## src/rtl/inspection_station_scheduler_pkg.sv

```systemverilog
// Shared types and constants for the two-lane inspection station scheduler.
package inspection_station_scheduler_pkg;

    typedef enum logic [2:0] {
        IDLE,
        LOAD,
        WAIT,
        DONE,
        HALT
    } state_e;

    localparam logic LANE0      = 1'b0;
    localparam logic LANE1      = 1'b1;
    localparam logic RES_PASS   = 1'b1;
    localparam logic RES_REJECT = 1'b0;

    function automatic logic [1:0] lane_onehot(input logic lane);
        return (lane == LANE1) ? 2'b10 : 2'b01;
    endfunction

endpackage

```

## src/rtl/inspection_station_scheduler_rr_arbiter_2.sv

```systemverilog
// Combinational two-way round-robin pick; on contention the lane not served last wins.
module rr_arbiter_2
    import inspection_station_scheduler_pkg::*;
(
    input  logic [1:0] req,
    input  logic       last_served,
    output logic       valid,
    output logic       lane
);

    always_comb begin
        valid = |req;
        case (req)
            2'b10:   lane = LANE1;
            2'b11:   lane = (last_served == LANE0) ? LANE1 : LANE0;
            default: lane = LANE0;
        endcase
    end

endmodule

```

## src/rtl/inspection_station_scheduler.sv

```systemverilog
// Shares one inspection station between two lanes: grant, strobe, await result,
// count outcomes and halt on a reject streak until the operator clears it.
module inspection_station_scheduler
    import inspection_station_scheduler_pkg::*;
#(
    parameter int TIMEOUT_CYC    = 15,
    parameter int CNT_W          = 8,
    parameter int MAX_REJ_STREAK = 3
) (
    input  logic             clk,
    input  logic             reset,
    input  logic [1:0]       req,
    input  logic             ri_valid,
    input  logic             ri,
    input  logic             clear_alarm,
    output logic [1:0]       grant,
    output logic             p,
    output logic             busy,
    output logic [1:0]       done,
    output logic             pass,
    output logic [CNT_W-1:0] pass_cnt,
    output logic [CNT_W-1:0] rej_cnt,
    output logic             alarm,
    output logic             timeout_err
);

    localparam int TMR_W = $clog2(TIMEOUT_CYC);
    localparam int STK_W = $clog2(MAX_REJ_STREAK + 1);
    localparam logic [TMR_W-1:0] TMR_LAST = TMR_W'(TIMEOUT_CYC - 1);
    localparam logic [STK_W-1:0] STK_MAX  = STK_W'(MAX_REJ_STREAK);

    state_e           state;
    logic             lane;
    logic             last_served;
    logic [TMR_W-1:0] timer;
    logic [STK_W-1:0] streak;

    logic arb_valid;
    logic arb_lane;
    logic wait_fin;
    logic fin_res;
    logic fin_tmo;

    rr_arbiter_2 u_arb (
        .req         (req),
        .last_served (last_served),
        .valid       (arb_valid),
        .lane        (arb_lane)
    );

    // A result arriving on the last allowed cycle beats the timeout.
    always_comb begin
        wait_fin = 1'b0;
        fin_res  = RES_REJECT;
        fin_tmo  = 1'b0;
        if (state == WAIT) begin
            if (ri_valid) begin
                wait_fin = 1'b1;
                fin_res  = ri;
            end else if (timer == TMR_LAST) begin
                wait_fin = 1'b1;
                fin_tmo  = 1'b1;
            end
        end
    end

    always_ff @(posedge clk) begin
        if (reset) begin
            state       <= IDLE;
            lane        <= LANE0;
            last_served <= LANE1;
            timer       <= '0;
            streak      <= '0;
            grant       <= '0;
            p           <= 1'b0;
            busy        <= 1'b0;
            done        <= '0;
            pass        <= 1'b0;
            pass_cnt    <= '0;
            rej_cnt     <= '0;
            alarm       <= 1'b0;
            timeout_err <= 1'b0;
        end else begin
            p    <= 1'b0;
            done <= '0;
            pass <= 1'b0;
            if (clear_alarm)
                timeout_err <= 1'b0;
            case (state)
                IDLE: begin
                    if (arb_valid) begin
                        state <= LOAD;
                        lane  <= arb_lane;
                        grant <= lane_onehot(arb_lane);
                        p     <= 1'b1;
                        busy  <= 1'b1;
                    end
                end
                LOAD: begin
                    state <= WAIT;
                    timer <= '0;
                end
                WAIT: begin
                    if (wait_fin) begin
                        state <= DONE;
                        done  <= lane_onehot(lane);
                        pass  <= fin_res;
                        if (fin_tmo)
                            timeout_err <= 1'b1;
                        // Counters are updated on entry so they are visible alongside done.
                        if (fin_res == RES_PASS) begin
                            streak <= '0;
                            if (pass_cnt != '1)
                                pass_cnt <= pass_cnt + CNT_W'(1);
                        end else begin
                            if (streak != STK_MAX)
                                streak <= streak + STK_W'(1);
                            if (rej_cnt != '1)
                                rej_cnt <= rej_cnt + CNT_W'(1);
                        end
                    end else begin
                        timer <= timer + TMR_W'(1);
                    end
                end
                DONE: begin
                    last_served <= lane;
                    grant       <= '0;
                    busy        <= 1'b0;
                    if (streak == STK_MAX) begin
                        state <= HALT;
                        alarm <= 1'b1;
                    end else begin
                        state <= IDLE;
                    end
                end
                HALT: begin
                    if (clear_alarm) begin
                        state  <= IDLE;
                        alarm  <= 1'b0;
                        streak <= '0;
                    end
                end
                default: state <= IDLE;
            endcase
        end
    end

endmodule

```

## config.mk

```make
export PLATFORM = sky130hd
export DESIGN_NAME = inspection_station_scheduler
export DESIGN_NICKNAME = d
export VERILOG_FILES = /design/src/rtl/inspection_station_scheduler_pkg.sv /design/src/rtl/inspection_station_scheduler_rr_arbiter_2.sv /design/src/rtl/inspection_station_scheduler.sv
export SDC_FILE = /design/constraint.sdc
export NUM_CORES = 1
export LEC_CHECK = 0
export ABC_AREA = 1
export CAP_MARGIN = 20
export CORE_ASPECT_RATIO = 1.5
export CORE_MARGIN = 4
export CORE_UTILIZATION = 55
export DETAILED_ROUTE_END_ITERATION = 16
export PLACE_DENSITY = 0.93
export RECOVER_POWER = 25
export SLEW_MARGIN = 20
export SYNTH_ARGS = -nofsm -noshare
export SYNTH_HDL_FRONTEND = slang
export SYNTH_HIERARCHICAL = 1
export SYNTH_SLANG_ARGS = --single-unit
```

## constraint.sdc

```tcl
create_clock -name clk -period 4.4 [get_ports clk]
set_clock_uncertainty 0.2 [all_clocks]
set_input_delay 0.44 -clock clk [delete_from_list [all_inputs] [get_ports clk]]
set_output_delay 0.44 -clock clk [all_outputs]
set_load 0.01 [all_outputs]
```

==> reports/results.ini, run 1 <==
[global_routing]
gr-usage-all-layers_pct=22.29
busiest_layer=met2
use_met2_pct=38.51
grt_use_met3_pct=4.554
use_met1_pct=23.23
grt_antenna_before_repair=0
overflow=0
grt_pass1_wl_mm=7.238
grt_pass1_vias=1729
grt_start_max_net_pins=19

[power_and_ir_drop]
p_leak_uw=0.0009638
p_int_uw=542.4
p_total_uw=724.8
p_seq_share_pct=48.3
peakVddDrop_mv=0.3619
switchingPower_uw=182.3
switching_share_pct=25.16
power.density_nw_per_um2=318.8
pwr-share-clk_pct=39.4
combPwrFrac_pct=12.2

[sta]
tns_ps=0
min_period_ps=2558
rsz0062_at_grt=no
layout_setup_ws_ps=1842
max_freq_ghz=0.3909
drv_slew=0
max_slew.worst_pin.slew_ps=733.4
hold_viol_final=0
setup-violations-final=0
period_share_pct=58.14
relSlewSlack_pct=50.94

[setup_path]
path_max_fanout=18
ff2ff_setup_slack_ps=2530
cp.required_ps=4370
end_kind=register
ff2ff_path_depth=8
crit_path_start=reset
critPathLaunchType=primary input
reg2reg_to=timer[0]
crit_type=in -> reg
cp.arrival_ps=2530
regToRegStartpoint=timer[0]

[yosys]
syn_inst=262
synth_nets=274
synth_cell_types=31
ys_ff_latch=36
netlist_area_um2=1831
synth_warnings=6
syn_area_per_cell_um2=6.987
ys_seq_area_share_pct=39.37

[floorplanning]
io_pins=32
initial_core_util_pct=57.37
die-area_um2=4334
row_count=25
die_x_um=55.11
die_h_um=78.66
core-area_um2=3191

[clock_tree]
ctsResizeCount=0
cts_hold_buf=0
clk_latency_ps=290
ctsLongestPathBuffers=2
htree_levels=2
clock-sinks=36
cts_tree=yes
cts_setup_buffers=0
root_buffer=clkbuf_8
clkSlewWorstSetupHoldPaths_ps=70
cts_buffers=5

[placed_design]
gp_congestion=0.8689
buffer_ports.inserted=31
dp_slack_ps=1665
place_hpwl_mm=2.960

[layout]
layout-drive-gt1-share_pct=8.418
diodes=0
area_delta_synth_final_pct=24.20
fin_nets=308

[hold_path]
hold_path_depth=2
hp-start=grant[0]
hold_end=grant[0]
min_path_type=reg -> reg

[detailed_routing]
vias=1843
drt_pre_antenna_iters=4
routedWlPerCell_um=12.61
routed_wl_mm=4.251
avgViaCountPerCell=5.469
drtIter0Drc=45
drt.antenna.violating_nets=0
drc=0

[flow_run]
maxCapViolations=0

[run_status]
status=finished clean

[power by group through the flow]
| stage | logic (uW) | registers, uW | clock network [uW] |
|---|---|---|---|
| after floorplan | 57.5 | 359 | 0 |
| after global placement | 86.1 | 357 | 0 |
| after detailed placement | 88.9 | 358 | 0 |
| after CTS | 90.0 | 351 | 290 |
| after global routing | 99.5 | 352 | 303 |
| final | 88.5 | 350 | 286 |
[cell type report]
class | instances | area (um2)
multi-input cells | 185 | 945.9
clock buffers | 6 | 72.57
well taps | 40 | 50.05
repair buffers | 31 | 310.3
inverters | 37 | 138.9
fillers | 274 | 917.1
flip-flops and latches | 36 | 720.7
clock inverters | 2 | 35.03
[per-layer routing]
layer | vias up | share of wire [%]
li1 | 911 | -
met4 | 0 | 3.6
met3 | 19 | 4.3
met1 | 862 | 38
met2 | 51 | 54
met5 | - | 0
[cells in the mapped netlist]
cell / n / share of area (%)
a211oi_1: 1 / 0.41
a21oi_1: 20 / 5.5
a31o_2: 1 / 0.48
buf_2: 2 / 0.55
buf_6: 1 / 0.62
clkbuf_1: 1 / 0.20
clkinv_1: 1 / 0.20
dfxtp_1: 36 / 39
ha_1: 5 / 3.4
inv_1: 33 / 6.8
inv_2: 3 / 0.62
nand2_1: 59 / 12
nand2_2: 1 / 0.34
nand2_4: 1 / 0.62
nand3_1: 19 / 5.2
nand3_2: 2 / 1.1
nand3b_1: 1 / 0.41
nand4_1: 5 / 1.7
nand4_2: 1 / 0.68
nor2_1: 36 / 7.4
nor2_2: 2 / 0.68
nor2_4: 3 / 1.8
nor3_1: 4 / 1.1
nor3b_2: 1 / 0.68
o211ai_1: 1 / 0.41
o21ai_0: 5 / 1.4
o21ai_1: 9 / 2.5
o21ai_2: 2 / 0.96
o21bai_2: 1 / 0.62
or2_1: 1 / 0.34
xor2_1: 4 / 1.9
[registers in the layout, indices dropped and copies added, names as in the netlist, 2 cells and up]
| signal | cells |
|---|---|
| rej_cnt | 8 |
| streak | 2 |
| done | 2 |
| pass_cnt | 8 |
| timer | 4 |
| grant | 2 |
| state | 3 |
[kinds of logic after synthesis]
logic type,Yosys count,synth area share (%)
and+or+nand+nor,136,34.18
buffers and inverters,41,8.954
AOI/OAI and AO/OA,40,12.17
DFF,36,39.37
adders and majority gates,5,3.418
xor gates and xnor gates,4,1.914
[critical path: stages]
cell and delay, ps:
dlygate4sd3_1 1010, clkinv_1 650, nand3_1 310, o21ai_0 100
[stage by stage]
stage               instances  util [%]  instance area [um2]  hold slack [ps]
floorplan                 262         -                 1831            213.2
global placement          329     67.88                 2166            228.2
detailed placement        329     67.88                 2166            236.6
CTS                       337     71.25                 2273            247.6
global route              337     71.25                 2273            274.7
finish                    337     71.25                 2273            240.5
[cell usage in the layout, fill, tap and decap left out, types with 3 or more instances in the layout]
cell type and n:
xor2_1 4, nor2_4 3, dfxtp_1 36, ha_1 5, o21ai_0 5, dlygate4sd3_1 10
inv_1 33, nand4_1 5, nor2_1 36, clkbuf_8 5, nand3_1 19, clkdlybuf4s50_1 21
inv_2 3, o21ai_1 9, nor3_1 4, a21oi_1 20, nand2_1 59
[worst max-delay path by stage]
stage / endpoint / slack (ps) / cells after the start
global placement: busy / 1760 / 3
CTS: timeout_err / 1970 / 4
floorplan: timer[0] / 2850 / 8
global route: timeout_err / 1740 / 4
finish: timeout_err / 1840 / 4
detailed placement: timeout_err / 1670 / 4
Note: power is estimated with default switching activity, not from simulation.
==> inputs of run 2 (changes only) <==
Settings changed: CORE_UTILIZATION 55 to 47, PLACE_DENSITY 0.93 to 0.85.
Clock period 4.4 ns to 2.2 ns, I/O delays scaled along.
==> run 2 against run 1 <==
Against the previous run:
- sequential power rose by 100%
- flip-flop and latch count did not move
- final cell count rose by 1.5%
- via count fell by 4.3%
==> reports/results.ini, run 2 (synthesized netlist as in run 1, its figures left out) <==
[setup_path]
reg2reg_to=pass_cnt[6]  ; was timer[0]
ff2ff_path_depth=8  ; unchanged
crit_path_start=state[2]  ; was reset
cp-endpoint=pass_cnt[6]  ; was timeout_err
path_max_fanout=12  ; was 18
critPathBufInv=1  ; was 2
crit_top_cell=nor2_1
max_stage_delay_ps=380  ; was 1010 ps
cp.required_ps=2190  ; was 4370 ps
end_kind=register  ; unchanged
crit_family=simple AND/OR/NAND/NOR gates  ; was buffers and inverters
crit_type=reg -> reg  ; was in -> reg
cp_cell_sequence=nor2_1 > nand2_4 > nor2_4 > nand2_2 > inv_2 > nand2_1 > nor2_1 > nor2_1  ; was dlygate4sd3_1 > clkinv_1 > nand3_1 > o21ai_0
ff2ff_setup_slack_ps=380  ; was 2530 ps
crit_cells=8  ; was 4
critPathLaunchType=register  ; was primary input
critPathSlowestCell=dfxtp_1  ; was dlygate4sd3_1
regToRegStartpoint=state[2]  ; was timer[0]
cp.arrival_ps=1810  ; was 2530 ps

[layout]
layout-drive-gt1-share_pct=8.696  ; was 8.418%
final_cells=342  ; was 337
diodes=0  ; unchanged
reg_top3=pass_cnt (8), rej_cnt (8), timer (4)  ; unchanged
mostFrequentLayoutCell=nand2_1  ; unchanged
mostFrequentLayoutCells=nand2_1 (59), nor2_1 (37), dfxtp_1 (36)  ; was nand2_1 (59), nor2_1 (36), dfxtp_1 (36)
fin_nets=310  ; was 308
area_delta_synth_final_pct=24.74  ; was 24.20%

[global_routing]
use_met1_pct=19.35  ; was 23.23%
grt_pass1_vias=1604  ; was 1729
overflow=0  ; unchanged
use_met2_pct=29.88  ; was 38.51%
gr-usage-all-layers_pct=17.38  ; was 22.29%
grt_start_max_net_pins=18  ; was 19
busiest_layer=met2  ; unchanged
grt_use_met3_pct=3.692  ; was 4.554%
grt_antenna_before_repair=0  ; unchanged
grt_pass1_wl_mm=6.824  ; was 7.238 mm

[power_and_ir_drop]
power.density_nw_per_um2=639.3  ; was 318.8 nW/um2
p_total_uw=1460  ; was 724.8 uW
p_leak_uw=0.0009599  ; was 0.0009638 uW
peakVddDrop_mv=0.6951  ; was 0.3619 mV

[floorplanning]
die-area_um2=4978  ; was 4334 um2
die_x_um=58.96  ; was 55.11 um
io_pins=32  ; unchanged
die_h_um=84.44  ; was 78.66 um
core-area_um2=3716  ; was 3191 um2
row_count=27  ; was 25
initial_core_util_pct=49.26  ; was 57.37%

[clock_tree]
ctsResizeCount=0  ; unchanged
clkSlewWorstSetupHoldPaths_ps=70  ; about the same
cts_buffers=5  ; unchanged
cts_setup_buffers=0  ; unchanged
clock-sinks=36  ; unchanged
htree_levels=2  ; unchanged
clk_latency_ps=290  ; about the same
cts_tree=yes  ; unchanged
ctsLongestPathBuffers=2  ; unchanged
cts_hold_buf=0  ; unchanged
root_buffer=clkbuf_8  ; unchanged

[run_status]
status=finished clean  ; unchanged

[placed_design]
gp_congestion=0.8324  ; was 0.8689
dp_slack_ps=321.7  ; was 1665 ps
buffer_ports.inserted=31  ; unchanged
place_hpwl_mm=2.892  ; was 2.960 mm
dpl.cell_count=334  ; was 329

[sta]
max_freq_ghz=0.5505
max_slew.worst_pin.slew_ps=437.7  ; was 733.4 ps
relSlewSlack_pct=70.71  ; was 50.94%
period_share_pct=82.57
min_period_ps=1816
drv_slew=0  ; unchanged
tns_ps=0  ; unchanged
hold_viol_final=0  ; unchanged
rsz0062_at_grt=no  ; unchanged
layout_setup_ws_ps=383.5  ; was 1842 ps
setup-violations-final=0  ; unchanged

[detailed_routing]
routedWlPerCell_um=11.35  ; was 12.61 um
drt_pre_antenna_iters=4  ; unchanged
drtIter0Drc=69  ; was 45
avgViaCountPerCell=5.155  ; was 5.469
drc=0  ; unchanged
drt.antenna.violating_nets=0  ; unchanged
vias=1763  ; was 1843
routed_wl_mm=3.881  ; was 4.251 mm

[hold_path]
hold_path_depth=2  ; unchanged
min_path_type=reg -> reg  ; unchanged
hp-start=grant[0]  ; unchanged

[flow_run]
maxCapViolations=0  ; unchanged

[run 2: layout make-up]
cell class / instances / area, um2
Fill cell: 330 / 1433
Tap cell: 43 / 53.80
Clock buffer: 5 / 68.82
Multi-Input combinational cell: 185 / 933.4
Inverter: 37 / 138.9
Sequential cell: 36 / 720.7
Timing Repair Buffer: 33 / 325.3
Clock inverter: 3 / 42.54
[run 2: power breakdown]
part	internal, uW	total [uW]	switching (uW)
combinational	72.3	178	106
sequential	679	699	20.2
clock	335	583	247
[run 2: worst min-delay path by stage]
stage | to | slack, ps
6_report | grant[0] | 250
2_1_floorplan | timeout_err | 130
4_1_cts | grant[0] | 260
3_3_place_gp | done[0] | 220
5_1_grt | grant[0] | 290
3_5_place_dp | done[0] | 240
[run 2: worst register-to-register path: stages (launching register included)]
cell     delay (ps)
dfxtp_1         380
nor2_1          380
nand2_4         150
nor2_4          110
nand2_2         170
inv_2           130
nand2_1          70
nor2_1           90
nor2_1           50
[run 2: through the flow]
stage | util (%) | hold WS [ps] | cell area [um2]
after floorplan | - | 132.9 | 1831
after global placement | 58.79 | 222.3 | 2185
after detailed placement | 58.79 | 242.1 | 2185
after CTS | 61.78 | 257.7 | 2296
after global routing | 61.45 | 292.6 | 2283
final | 61.45 | 251.7 | 2283
[run 2: routing by layer]
| layer | vias to the layer above | wire length (um) |
|---|---|---|
| met3 | 9 | 164 |
| li1 | 915 | - |
| met5 | - | 0 |
| met1 | 794 | 1632 |
| met2 | 45 | 1984 |
| met4 | 0 | 100 |
==> inputs of run 3 (changes only) <==
Clock period 2.2 ns to 1.48 ns, I/O delays scaled along.
==> run 3 against run 2 <==
Against the previous run:
- the run now ends with setup timing left
- worst setup slack got worse by 510 ps
- non-clock buffer count rose by 41
- final cell count rose by 12%
- worst hold slack got worse by 14 ps
- register-to-register slack got worse by 510 ps
- via count rose by 15%
- maximum frequency rose by 13%
- clock power rose by 53%
- combinational power rose by 140%
- first-iteration DRC count rose by 28%
- final area rose by 24%
- die area did not move
==> reports/results.ini, run 3 (synthesized netlist as in run 1, its figures left out) <==
[global_routing]
grt_pass1_vias=1914  ; was 1604
grt_use_met3_pct=5.385  ; was 3.692%
gr-usage-all-layers_pct=20.86  ; was 17.38%
grt_antenna_before_repair=0  ; unchanged
busiest_layer=met2  ; unchanged
grt_start_max_net_pins=13  ; was 18
use_met2_pct=37.22  ; was 29.88%
grt_pass1_wl_mm=8.114  ; was 6.824 mm
overflow=0  ; unchanged
use_met1_pct=22.10  ; was 19.35%

[setup_path]
cp.required_ps=1500  ; was 2190 ps
cp.arrival_ps=1630  ; was 1810 ps
crit_family=simple AND/OR/NAND/NOR gates  ; unchanged
critPathBufInv=1  ; unchanged
crit_cells=7  ; was 8
ff2ff_setup_slack_ps=-130  ; was 380 ps
end_kind=register  ; unchanged
reg2reg_to=rej_cnt[4]  ; was pass_cnt[6]
crit_top_cell=nor2_4  ; was nor2_1
max_stage_delay_ps=370  ; was 380 ps
crit_type=reg -> reg  ; unchanged
ff2ff_path_depth=7  ; was 8
regToRegStartpoint=state[0]  ; was state[2]
cp_cell_sequence=inv_4 > nand2_2 > nor2_4 > nand2_1 > nor2_4 > nand3_1 > a21oi_1  ; was nor2_1 > nand2_4 > nor2_4 > nand2_2 > inv_2 > nand2_1 > nor2_1 > nor2_1
critPathLaunchType=register  ; unchanged
critPathSlowestCell=dfxtp_4  ; was dfxtp_1
path_max_fanout=6  ; was 12

[sta]
tns_ps=-960.5  ; was 0 ps
layout_setup_ws_ps=-131.4  ; was 383.5 ps
drv_slew=0  ; unchanged
max_slew.worst_pin.slew_ps=266.1  ; was 437.7 ps
setup-violations-final=17  ; was 0
rsz0062_at_grt=yes  ; was no
relSlewSlack_pct=82.22  ; was 70.71%
hold_viol_final=0  ; unchanged
min_period_ps=1611  ; was 1816 ps
period_share_pct=108.9  ; was 82.57%
max_freq_ghz=0.6206  ; was 0.5505 GHz

[layout]
fin_nets=351  ; was 310
mostFrequentLayoutCell=nand2_1  ; unchanged
mostFrequentLayoutCells=nand2_1 (49), buf_4 (40), inv_1 (29)  ; was nand2_1 (59), nor2_1 (37), dfxtp_1 (36)
area_delta_synth_final_pct=54.96  ; was 24.74%
diodes=0  ; unchanged
layout-drive-gt1-share_pct=36.47  ; was 8.696%
num-fill-cells=252  ; was 330
reg_top3=pass_cnt (8), rej_cnt (8), timer (4)  ; unchanged

[clock_tree]
clk_latency_ps=300  ; was 290 ps
clkSlewWorstSetupHoldPaths_ps=80  ; was 70 ps
ctsLongestPathBuffers=2  ; unchanged
cts_tree=yes  ; unchanged
htree_levels=2  ; unchanged
clock-sinks=36  ; unchanged
cts_buffers=5  ; unchanged
cts_hold_buf=0  ; unchanged
root_buffer=clkbuf_8  ; unchanged

[power_and_ir_drop]
p_int_uw=1708  ; was 1087 uW
switching_share_pct=27.80  ; was 25.56%
p_leak_uw=0.001277  ; was 0.0009599 uW
peakVddDrop_mv=0.9999  ; was 0.6951 mV
switchingPower_uw=657.6  ; was 373.1 uW
power.density_nw_per_um2=833.9  ; was 639.3 nW/um2
combPwrFrac_pct=18.0  ; was 12.2%
pwr-share-clk_pct=37.7  ; was 39.9%
p_seq_share_pct=44.2  ; was 47.9%

[detailed_routing]
drt_pre_antenna_iters=4  ; unchanged
avgViaCountPerCell=5.303  ; was 5.155
drc=0  ; unchanged
drt.antenna.violating_nets=0  ; unchanged
routed_wl_mm=5.554  ; was 3.881 mm
vias=2031  ; was 1763
routedWlPerCell_um=14.50  ; was 11.35 um
drtIter0Drc=88  ; was 69

[floorplanning]
die_x_um=58.96  ; unchanged
core-area_um2=3716  ; unchanged
row_count=27  ; unchanged
die_h_um=84.44  ; unchanged
io_pins=32  ; unchanged
die-area_um2=4978  ; unchanged
initial_core_util_pct=49.26  ; unchanged

[run_status]
status=finished, violations left  ; was finished clean
violations=setup timing

[hold_path]
hold_end=grant[0]  ; unchanged
min_path_type=reg -> reg  ; unchanged
hp-start=grant[0]  ; unchanged
hold_path_depth=2  ; unchanged

[placed_design]
dp_slack_ps=-295.5  ; was 321.7 ps
gp_congestion=0.8152  ; was 0.8324
place_hpwl_mm=3.244  ; was 2.892 mm
buffer_ports.inserted=31  ; unchanged

[flow_run]
maxCapViolations=0  ; unchanged

[run 3: changes by cell type in the layout (fill, tap and decap cells not counted), moves of 10 or more]
cell             delta
buf_4              +38
clkdlybuf4s50_1    -20
dfxtp_1            -13
dfxtp_2            +10
dlygate4sd2_1      +24
nand2_1            -10
nor2_1             -10
[run 3: how the worst max path moves through the flow]
stage / slack, ps / from / endpoint
floorplan: 2 / timer[0] / rej_cnt[6]
global placement: -230 / ri_valid / pass_cnt[6]
detailed placement: -300 / ri_valid / pass_cnt[6]
CTS: -9 / state[2] / timer[0]
global route: -230 / timer[0] / rej_cnt[4]
finish: -130 / state[0] / rej_cnt[4]
[run 3: stage by stage]
step	hold WS [ps]	power (uW)	util [%]	cell area [um2]	instances
2_1_floorplan	60.61	1246	-	1849	262
3_3_place_gp	222.5	1384	64.95	2414	362
3_5_place_dp	233.9	1398	64.95	2414	362
4_1_cts	243.2	2304	70.30	2613	374
5_1_grt	264.0	2474	76.33	2836	383
6_report	238.1	2365	76.33	2836	383
[run 3: final cells by class]
type	count	area [um2]	share of cell area (%)
clock inverters	3	42.54	1.500
clock buffers	5	68.82	2.426
well taps	43	53.80	1.897
multi-input cells	185	1167	41.16
inverters	37	141.4	4.985
repair buffers	74	618.1	21.79
flip-flops and latches	36	744.5	26.25
[run 3: worst register-to-register path, delay by kind of cell, from the launching register on]
family / cells / cell delay (ps)
flops: 1 / 370
compound gates: 1 / 170
simple gates: 5 / 710
buf+inv: 1 / 70
[run 3: power by group through the flow]
| stage | clock network (uW) | registers [uW] | logic [uW] |
|---|---|---|---|
| 4_1_cts | 902 | 1040 | 361 |
| 5_1_grt | 959 | 1050 | 465 |
| 3_3_place_gp | 0 | 1060 | 327 |
| 3_5_place_dp | 0 | 1060 | 338 |
| 6_report | 893 | 1050 | 427 |
| 2_1_floorplan | 0 | 1070 | 178 |
[run 3: layer usage]
metal | share of wire, % | up-vias
li1 | - | 995
met2 | 55 | 60
met4 | 3.4 | 0
met5 | 0 | -
met1 | 38 | 958
met3 | 4.0 | 18
[run 3: repair_timing]
item	4_1_cts	5_1_grt
pin swaps	12	26
resized for setup	53	43
buffers inserted	4	9
endpoints found under the setup margin	45	31
